**src/rtl/vga_watch_writer.sv**
```systemverilog
// vga_watch_writer
//
// On-screen watch engine for the VGA debug path. Every refresh interval it
// snapshots NUM_CH 32-bit probe channels and writes one text row per channel
// into the character display buffer: a change marker ('*' or ' ') followed by
// eight uppercase hex digits, one character per clock.
//
// Ports:
//   clk            in   single clock, rising edge
//   rst            in   asynchronous active-high reset
//   ch_data        in   NUM_CH*32 probe bus, channel k at [32k+31:32k]
//   freeze         in   sampled only in the snapshot cycle; keeps the old snapshot
//   display_wen    out  display buffer write enable
//   display_w_addr out  display buffer write address (ADDR_W bits, wraps)
//   display_w_data out  ASCII character
//   busy           out  high from the snapshot cycle through the last write
//   pass_done      out  one-cycle pulse right after the last write
//
// Handshake: the display buffer write port is fire-and-forget. A character is
// transferred on every rising edge where display_wen is high; there is no
// back-pressure. Address and data hold their last values while display_wen is low.

module vga_watch_writer #(
    parameter int NUM_CH         = 8,
    parameter int ADDR_W         = 12,
    parameter int BASE_ADDR      = 0,
    parameter int ROW_STRIDE     = 80,
    parameter int REFRESH_CYCLES = 1000
) (
    input  logic                  clk,
    input  logic                  rst,
    input  logic [NUM_CH*32-1:0]  ch_data,
    input  logic                  freeze,
    output logic                  display_wen,
    output logic [ADDR_W-1:0]     display_w_addr,
    output logic [7:0]            display_w_data,
    output logic                  busy,
    output logic                  pass_done
);

    localparam int CH_W  = (NUM_CH > 1) ? $clog2(NUM_CH) : 1;
    localparam int CNT_W = (REFRESH_CYCLES > 1) ? $clog2(REFRESH_CYCLES) : 1;

    localparam logic [CNT_W-1:0]  CNT_LAST = CNT_W'(REFRESH_CYCLES - 1);
    localparam logic [CH_W-1:0]   CH_LAST  = CH_W'(NUM_CH - 1);
    localparam logic [ADDR_W-1:0] BASE     = ADDR_W'(BASE_ADDR);
    localparam logic [ADDR_W-1:0] STRIDE   = ADDR_W'(ROW_STRIDE);
    localparam logic [7:0]        STAR     = 8'h2A;
    localparam logic [7:0]        SPACE    = 8'h20;

    typedef enum logic [1:0] {
        IDLE  = 2'd0,
        LATCH = 2'd1,
        WRITE = 2'd2
    } state_t;

    function automatic logic [7:0] hex_char(input logic [3:0] nib);
        // 0-9 -> '0'..'9'; 10-15 -> 'A'..'F' (0x37 + 10 = 0x41)
        if (nib < 4'd10) begin
            hex_char = 8'h30 + {4'h0, nib};
        end else begin
            hex_char = 8'h37 + {4'h0, nib};
        end
    endfunction

    // State and datapath registers
    state_t                 state, state_d;
    logic [CNT_W-1:0]       cnt, cnt_d;
    logic [CH_W-1:0]        ch_idx, ch_d;        // channel of the next character to emit
    logic [3:0]             col_idx, col_d;      // column of the next character to emit
    logic [ADDR_W-1:0]      row_addr, row_d;     // buffer address of column 0 of ch_idx
    logic                   last_out, last_d;    // output register holds the final character
    logic [NUM_CH*32-1:0]   shadow, shadow_d;
    logic [NUM_CH-1:0]      chg, chg_d;

    logic                   wen_d, busy_d, done_d;
    logic [ADDR_W-1:0]      addr_d;
    logic [7:0]             data_d;

    // Character source for the WRITE walk
    logic [31:0]            cur_word;
    logic                   cur_chg;
    logic [3:0]             cur_nib;
    logic                   first_chg;

    always_comb begin
        cur_word = '0;
        cur_chg  = 1'b0;
        for (int k = 0; k < NUM_CH; k++) begin
            if (ch_idx == CH_W'(k)) begin
                cur_word = shadow[k*32 +: 32];
                cur_chg  = chg[k];
            end
        end
        // Column 1 selects bits [31:28], column 8 selects [3:0]; column 0 shifts
        // everything out and is not used for digits.
        cur_nib = 4'(cur_word >> (6'd32 - {col_idx, 2'b00}));
    end

    always_comb begin
        state_d  = state;
        cnt_d    = cnt;
        ch_d     = ch_idx;
        col_d    = col_idx;
        row_d    = row_addr;
        last_d   = last_out;
        shadow_d = shadow;
        chg_d    = chg;
        wen_d    = 1'b0;
        addr_d   = display_w_addr;
        data_d   = display_w_data;
        busy_d   = busy;
        done_d   = 1'b0;

        // The first marker is emitted on the same edge that updates shadow/chg,
        // so it is derived from the live inputs rather than the registers.
        first_chg = !freeze && (ch_data[31:0] != shadow[31:0]);

        case (state)
            IDLE: begin
                busy_d = 1'b0;
                if (cnt == CNT_LAST) begin
                    state_d = LATCH;
                    busy_d  = 1'b1;
                end else begin
                    cnt_d = cnt + 1'b1;
                end
            end

            LATCH: begin
                if (freeze) begin
                    chg_d = '0;
                end else begin
                    shadow_d = ch_data;
                    for (int k = 0; k < NUM_CH; k++) begin
                        chg_d[k] = (ch_data[k*32 +: 32] != shadow[k*32 +: 32]);
                    end
                end
                wen_d   = 1'b1;
                addr_d  = BASE;
                data_d  = first_chg ? STAR : SPACE;
                ch_d    = '0;
                col_d   = 4'd1;
                row_d   = BASE;
                last_d  = 1'b0;
                state_d = WRITE;
            end

            WRITE: begin
                if (last_out) begin
                    state_d = IDLE;
                    cnt_d   = '0;
                    busy_d  = 1'b0;
                    done_d  = 1'b1;
                end else begin
                    wen_d  = 1'b1;
                    addr_d = row_addr + ADDR_W'(col_idx);
                    data_d = (col_idx == 4'd0) ? (cur_chg ? STAR : SPACE) : hex_char(cur_nib);
                    if (col_idx == 4'd8) begin
                        if (ch_idx == CH_LAST) begin
                            last_d = 1'b1;
                        end else begin
                            col_d = 4'd0;
                            ch_d  = ch_idx + 1'b1;
                            row_d = row_addr + STRIDE;
                        end
                    end else begin
                        col_d = col_idx + 1'b1;
                    end
                end
            end

            default: begin
                state_d = IDLE;
            end
        endcase
    end

    always_ff @(posedge clk or posedge rst) begin
        if (rst) begin
            state          <= IDLE;
            cnt            <= '0;
            ch_idx         <= '0;
            col_idx        <= '0;
            row_addr       <= '0;
            last_out       <= 1'b0;
            shadow         <= '0;
            chg            <= '0;
            display_wen    <= 1'b0;
            display_w_addr <= '0;
            display_w_data <= '0;
            busy           <= 1'b0;
            pass_done      <= 1'b0;
        end else begin
            state          <= state_d;
            cnt            <= cnt_d;
            ch_idx         <= ch_d;
            col_idx        <= col_d;
            row_addr       <= row_d;
            last_out       <= last_d;
            shadow         <= shadow_d;
            chg            <= chg_d;
            display_wen    <= wen_d;
            display_w_addr <= addr_d;
            display_w_data <= data_d;
            busy           <= busy_d;
            pass_done      <= done_d;
        end
    end

endmodule

```
**config.mk**
```make
export PLATFORM = sky130hd
export DESIGN_NAME = vga_watch_writer
export DESIGN_NICKNAME = d
export VERILOG_FILES = /design/src/rtl/vga_watch_writer.sv
export SDC_FILE = /design/constraint.sdc
export NUM_CORES = 1
export LEC_CHECK = 0
export CAP_MARGIN = 10
export CORE_MARGIN = 1
export CORE_UTILIZATION = 40
export CTS_BUF_LIST = sky130_fd_sc_hd__clkbuf_4
export DETAILED_ROUTE_END_ITERATION = 6
export PLACE_DENSITY = 0.74
export SKIP_CTS_REPAIR_TIMING = 1
export SLEW_MARGIN = 20
export SYNTH_ARGS = -nofsm -noshare
export SYNTH_HDL_FRONTEND = slang
export SYNTH_SLANG_ARGS = --single-unit
```
**constraint.sdc**
```tcl
create_clock -name clk -period 15.2 [get_ports clk]
set_input_delay 4.56 -clock clk [delete_from_list [all_inputs] [get_ports clk]]
set_output_delay 4.56 -clock clk [all_outputs]
set_load 0.05 [all_outputs]
```
* Yosys cells after proc, flatten, opt, wreduce, memory -nomap -nowiden
Cells that the tools add are included.
Word-level totals: flip-flop bits (word level) 319, bits in latches 0, bits in writable memories 0, bits in read-only memories 0, bits of input ports 259, output and inout port bits 23, logic and storage cells 118, memories 0
Operators by class: add/subtract/negate cells 8, $mul 0, divide/modulo/power cells 0, $lt $le $gt $ge 1, eq/ne operators 26, shift-type cells 1, multiplexer cells 54, bitwise operators 1, reduce and logical (&&, ||, !) cells 14
Operators by type and width (count):
- $mux W32 | 8
- $ne A32 B32 Y1 | 8
- $mux W12 | 4
- $pmux W12 S2 | 2
- $shr A32 B6 Y4 | 1
- $mux W8 | 3
- $mux W10 | 2
- $mux W4 | 5
- $pmux W10 S2 | 1
- $mux W1 | 16
- $pmux W8 S2 | 1
- $add A6 B4 Y7 const A | 2
- $add A12 B4 Y12 | 1
- $add A12 B7 Y12 const B | 1
- $eq A3 B3 Y1 const B | 4
- $ne A2 B2 Y1 const B | 6
- $add A10 B1 Y10 const B | 1
- $eq A10 B10 Y1 const B | 1
- $mux W3 | 3
- $pmux W4 S2 | 1
- $reduce_and A2 Y1 | 4
- $mux W7 | 1
- $eq A3 B2 Y1 const B | 2
- $pmux W1 S2 | 3
- other kinds (21) | 24

* Depth between registers and ports, before layout
Gate-level depths: netlist of the first run.
word-level depth 15, gate-level depth with buffers 19, gate-level depth less buffers 14

* Worst setup path after synthesis of the first run
Ideal clock, no wire load.
path kind input-to-reg, from input port freeze, to register shadow[0], setup time 0.125 ns, arrival 5.882 ns, required time 15.075 ns, setup slack 9.194 ns, stages 5, path buffers 3, path through nor2b_1 clkbuf_1 clkbuf_1 buf_1 mux2_2
On the way: word-level cells in the longest chain between the ends 2
Ends and longest elaborated chain:
- start: declaration | RTL line 33 | input logic freeze,
- $not A1 Y1 (no source line)
- $reduce_and A2 Y1 (no source line)
- end signal: assignment | RTL line 201 | shadow <= shadow_d;
- end: declaration | RTL line 73 | logic [NUM_CH*32-1:0] shadow, shadow_d;
Every way passes these cells. A chain may end at the register's enable or synchronous reset.

* Worst setup path after layout of the first run
from input port freeze, to register shadow[197]
The elaborated chain is that of the path after synthesis.

==> results.toml, run 1 <==
[grt]
grt_pass1_vias = 14964
grtUsageTotal_pct = 27.6
antenna_found_initial = 3
grt_max_degree = 121
grt_pass1_wl_mm = 91.8
gr-total-overflow = 0

[sta]
setup_violations = 0
slew_viol_final = 0
rsz0062_at_grt = "false"
maxSlewHeadroom_pct = 26.5
timing.hold.ws_ns = 0.499
post-route-period-util_pct = 48.7
period_needed_ns = 7.41
worst_slack_ns = 7.79
tightest_slew_ns = 1.10
setup_tns_ns = 0
fin_skew_ns = 0.0418
hold_violations = 0
clock.fmax_ghz = 0.135

[synthesis]
synth.most_common_cell = "dfrtp_1"
yosysSeqAreaShare_pct = 44.1
yosysTopAreaCell = "dfrtp_1"
syn_nets = 1898
synth.yosys.warnings = 0
synth_top_family_by_area = "multiplexers"
ys.flop_type = "dfrtp_1"
synth_top_area_share_pct = 44.1
synth_seq_cells = 314
synth-compound-area-share_pct = 13.1
synthTopCellsByArea = "dfrtp_1, mux2_2, xor2_1"
yosysUniqueCellTypes = 77
synth_cells = 1625
netlist_area_sq_um = 17800
synth_edf_count = 0
synthAdderAreaFrac_pct = 0.983
async_flop_share_pct = 100
synth-simple-area-share_pct = 9.71
synth_area_per_cell_sq_um = 11.0
synthTopCellsByCount = "dfrtp_1, mux2_2, xor2_1"
synth_xor_area_share_pct = 13.3
synth_mux_area_share_pct = 16.0

[pwr]
vdd_drop_max_v = 0.0000555
p_comb_share_pct = 7.8
swShare_pct = 24.2
p_seq_share_pct = 46.9
pwr-share-clk_pct = 45.3
p_leak_nw = 10.4
totalPowerFinal_mw = 1.78
switchingPower_mw = 0.432
power.internal_mw = 1.35
power.density_nw_per_um2 = 80.1

[layout]
fin_area_sq_um = 22300
nets = 2192
postLayoutCoreUtil_pct = 51.1
drive_gt1_share_pct = 21.7
area_growth_pct = 25.0
fillers = 3929
stdcell_count = 2567

[drt]
drt_iter0_markers = 1281
vias_per_cell = 5.80
routed_wl_mm = 62.5
drc = 0
detail_route.first_pass.iterations = 6
ant_nets = 0
post_drt_wl_per_cell_um = 24.3
vias = 14891

[worst_setup_path]
cp-end-kind = "flip-flop"
crit_type = "primary input to flip-flop"
worst-path-max-fanout = 83
cp-start-kind = "primary input"
critPathArrivalTime_ns = 8.04
worstPathRequired_ns = 15.83

[floorplanning]
start_util_pct = 40.9
ios = 282
die_w_um = 213
dieHeight_um = 213
core_sq_um = 43600
die_area_sq_um = 45400
placementRows = 76

[cts]
h-tree-depth = 3
numCtsBuffers = 86
root_buffer = "clkbuf_4"
cts.sinks = 314
clkTransAtPathRegs_ns = 0.06
cts.path.max_buffers = 3
insertion_delay_ns = 0.78
cts_tree = "built"

[placement]
hpwl_mm = 47.7
portBuffers = 280
post_dp_cell_area_sq_um = 21100
place_ws_ns = 7.08
gp_congestion = 0.950
placed_cells = 2416

[run_status]
status = "complete, no violations"

[hold_path]
min_path_type = "flip-flop to flip-flop"

[run]
drv_cap = 0
## sequential cells by signal, indices dropped and copies added, names as in the netlist, 2 cells and up
register	flops
row_addr	8
state	2
display_w_addr	12
shadow	256
chg	8
display_w_data	7
ch_idx	3
col_idx	4
cnt	10
## cells in the final DEF (no fill, tap or decap), drive strengths merged, types with 5 or more instances in the layout
cell / n
a211o: 6
clkdlybuf4s50: 280
a21oi: 49
nor2: 48
a222oi: 6
o22ai: 13
ha: 14
nand3: 17
xnor2: 38
xor2: 232
clkbuf: 130
nor3: 12
clkinv: 18
and2: 10
o21ai: 68
nand3b: 12
nor2b: 15
o221ai: 12
a31oi: 11
nand4: 27
o211ai: 25
nand2b: 11
a221oi: 18
o2111ai: 9
inv: 26
buf: 18
a221o: 18
nand2: 100
a32oi: 6
a22o: 15
mux2: 254
o31ai: 5
dfrtp: 314
nor4: 59
a2bb2oi: 11
and3: 6
a22oi: 7
or3: 6
a211oi: 5
## critical path, stage by stage
cell and delay, ns:
clkdlybuf4s50_1 0.46, nor2b_4 0.77, buf_4 0.82, buf_4 0.88, mux2_2 0.43
## worst paths after layout
check	startpoint	to	slack, ns	cells after the start
setup / recovery	freeze	shadow[197]	7.79	5
hold / removal	display_w_addr[8]	display_w_addr[8]	0.50	1
setup reg to reg	ch_idx[2]	display_w_data[2]	10.13	16
hold reg to reg	display_w_addr[8]	display_w_addr[8]	0.50	1
max in group asynchronous	rst	display_w_addr[5]	8.73	4
min in group asynchronous	rst	shadow[73]	4.35	2
## power groups by stage
stage                     clock network, mW  logic [mW]  registers (mW)
after floorplan                           0      0.0376           0.852
after global placement                    0       0.138           0.851
after detailed placement                  0       0.139           0.851
after CTS                             0.824       0.140           0.836
after global routing                  0.869       0.149           0.835
final                                 0.809       0.139           0.836
## layer usage
layer / wire [um] / global-route usage [%]
met5: 11 / 0
met4: 1990 / 10.6
met3: 5670 / 6.59
met2: 28400 / 42.9
met1: 26400 / 37.2
## cell families after synthesis
kind of cell	count (synthesis)
simple gates	332
compound gates	319
flops	314
xor+xnor	270
mux	254
buf+inv	121
fa+ha+maj	14
other cells	1
## area by class of cell
type	instances	area [sq um]	area share, %
Clock inverter	20	173	0.775
Timing Repair Buffer	298	2940	13.2
Multi-Input combinational cell	1190	9480	42.5
Clock buffer	130	976	4.38
Antenna cell	1	2.50	0.0112
Sequential cell	314	7860	35.3
Inverter	29	116	0.522
Tap cell	585	732	3.29
Note: power is estimated with default switching activity, not from simulation.
==> run 2: changes to the inputs <==
Settings changed: PLACE_DENSITY 0.74 to 0.77.
Clock period 15.2 ns to 6 ns, I/O delays scaled along.
==> run 2 against run 1 <==
Hold slack gained 0.00078 ns. Critical path depth increased by 9. Final area up 0.17%. Combinational power grew to 2.6 times the previous value. Non-clock buffer count grew 9. Global-route usage grew 0.86 points. Critical path type is now flip-flop to flip-flop. Utilization rose by 0.089 points. Power grew 150%.
==> results.toml, run 2 (synthesized netlist as in run 1, its figures left out) <==
[worst_setup_path]
ff2ff_setup_slack_ns = 1.33
cp-end-kind = "flip-flop"
r2r-start = "col_idx[0]"
r2r-end = "display_w_data[2]"
cp-start-kind = "flip-flop"
worstPathRequired_ns = 6.67
crit_type = "flip-flop to flip-flop"
critPathArrivalTime_ns = 5.34
worst-path-max-fanout = 33
reg2regPathDepth = 14

[pwr]
switchingPower_mw = 1.07
vdd_drop_max_v = 0.000116
p_seq_share_pct = 48.4
power.density_nw_per_um2 = 196
p_leak_nw = 10.4
power.internal_mw = 3.30
swShare_pct = 24.6
p_comb_share_pct = 8.1
pwr-share-clk_pct = 43.4

[placement]
gp_congestion = 1.07
portBuffers = 280
place_ws_ns = 1.52
placed_cells = 2424
hpwl_mm = 50.1

[layout]
final_common_cell = "dfrtp_1"
top_regs = "shadow x256, display_w_addr x12, cnt x10"
largest_reg_flops = 256
area_growth_pct = 25.2
top_register = "shadow"
final_cell_mix = "dfrtp_1, clkdlybuf4s50_1, mux2_2"
drive_gt1_share_pct = 21.4
nets = 2202
stdcell_count = 2576

[cts]
clkTransAtPathRegs_ns = 0.07
h-tree-depth = 3
root_buffer = "clkbuf_4"
cts_tree = "built"
insertion_delay_ns = 0.82
cts.path.max_buffers = 3
cts.sinks = 314
numCtsBuffers = 87

[hold_path]
min_path_cells = 1
min_path_type = "flip-flop to flip-flop"
worstHoldStart = "display_w_addr[8]"
hold_path_end = "display_w_addr[8]"

[run_status]
status = "complete, no violations"

[drt]
ant_nets = 0
vias_per_cell = 5.85
vias = 15063
drt_iter0_markers = 1432
detail_route.first_pass.iterations = 6
drc = 0
routed_wl_mm = 64.3
post_drt_wl_per_cell_um = 25.0

[floorplanning]
die_area_sq_um = 45400
die_w_um = 213
placementRows = 76
start_util_pct = 40.9
dieHeight_um = 213
ios = 282
core_sq_um = 43600

[sta]
fin_skew_ns = 0.0585
slew_viol_final = 0
setup_violations = 0
tightest_slew_ns = 1.11
maxSlewHeadroom_pct = 25.8
clock.fmax_ghz = 0.214
setup_tns_ns = 0
worst_slack_ns = 1.33
post-route-period-util_pct = 77.8
hold_violations = 0
period_needed_ns = 4.67
rsz0062_at_grt = "false"

[grt]
gr-total-overflow = 0
grt_max_degree = 115
grt_pass1_vias = 15052
grt_pass1_wl_mm = 94.3
grtUsageTotal_pct = 28.5
antenna_found_initial = 1

[run]
drv_cap = 0
==> run 2: worst max-delay path by stage <==
stage | start | to | cells after the start
2_1_floorplan | rst | busy | 1
3_3_place_gp | col_idx[0] | display_w_data[2] | 14
6_report | col_idx[0] | display_w_data[2] | 14
3_5_place_dp | col_idx[0] | display_w_data[2] | 14
4_1_cts | col_idx[0] | display_w_data[2] | 14
5_1_grt | ch_idx[1] | display_w_data[2] | 14
==> run 2: power by group through the flow <==
stage	logic [mW]	registers [mW]	clock network, mW
floorplan	0.0957	2.16	0
global placement	0.350	2.16	0
detailed placement	0.353	2.16	0
CTS	0.356	2.12	1.95
global route	0.381	2.11	2.07
finish	0.356	2.12	1.90
==> run 2: critical path, cell delays in order (launching register included) <==
cell,delay (ns)
dfrtp_1,0.36
buf_4,0.24
inv_1,0.50
ha_1,0.32
xor2_1,0.88
nand3_1,0.35
a311o_1,0.41
a22oi_1,0.36
nor3_1,0.18
inv_1,0.12
ha_1,0.15
inv_1,0.05
a211oi_1,0.28
nor3b_1,0.10
a211o_1,0.23
==> run 2: layout make-up <==
class	instances	area, sq um
fill	3934	21200
multi-input combinational	1190	9470
sequential	314	7860
timing repair buffer	307	3080
clock buffer	116	871
tap	585	732
clock inverter	34	184
inverter	29	113
antenna	1	2.50
==> run 2: stage by stage <==
stage	instance area [sq um]	hold WS, ns	util (%)	total power [mW]
2_1_floorplan	17800	0.481	-	2.25
3_3_place_gp	21200	0.476	48.8	2.51
3_5_place_dp	21200	0.491	48.8	2.51
4_1_cts	22300	0.504	51.2	4.42
5_1_grt	22300	0.520	51.2	4.57
6_report	22300	0.500	51.2	4.37
==> run 2: layer usage <==
metal	part of all wire, %	vias to the layer above	GRT usage [%]
met5	0	-	0
met1	44	7578	38.8
met4	3.6	0	12.4
met2	45	718	43.5
met3	8.0	135	6.12
li1	-	6632	-
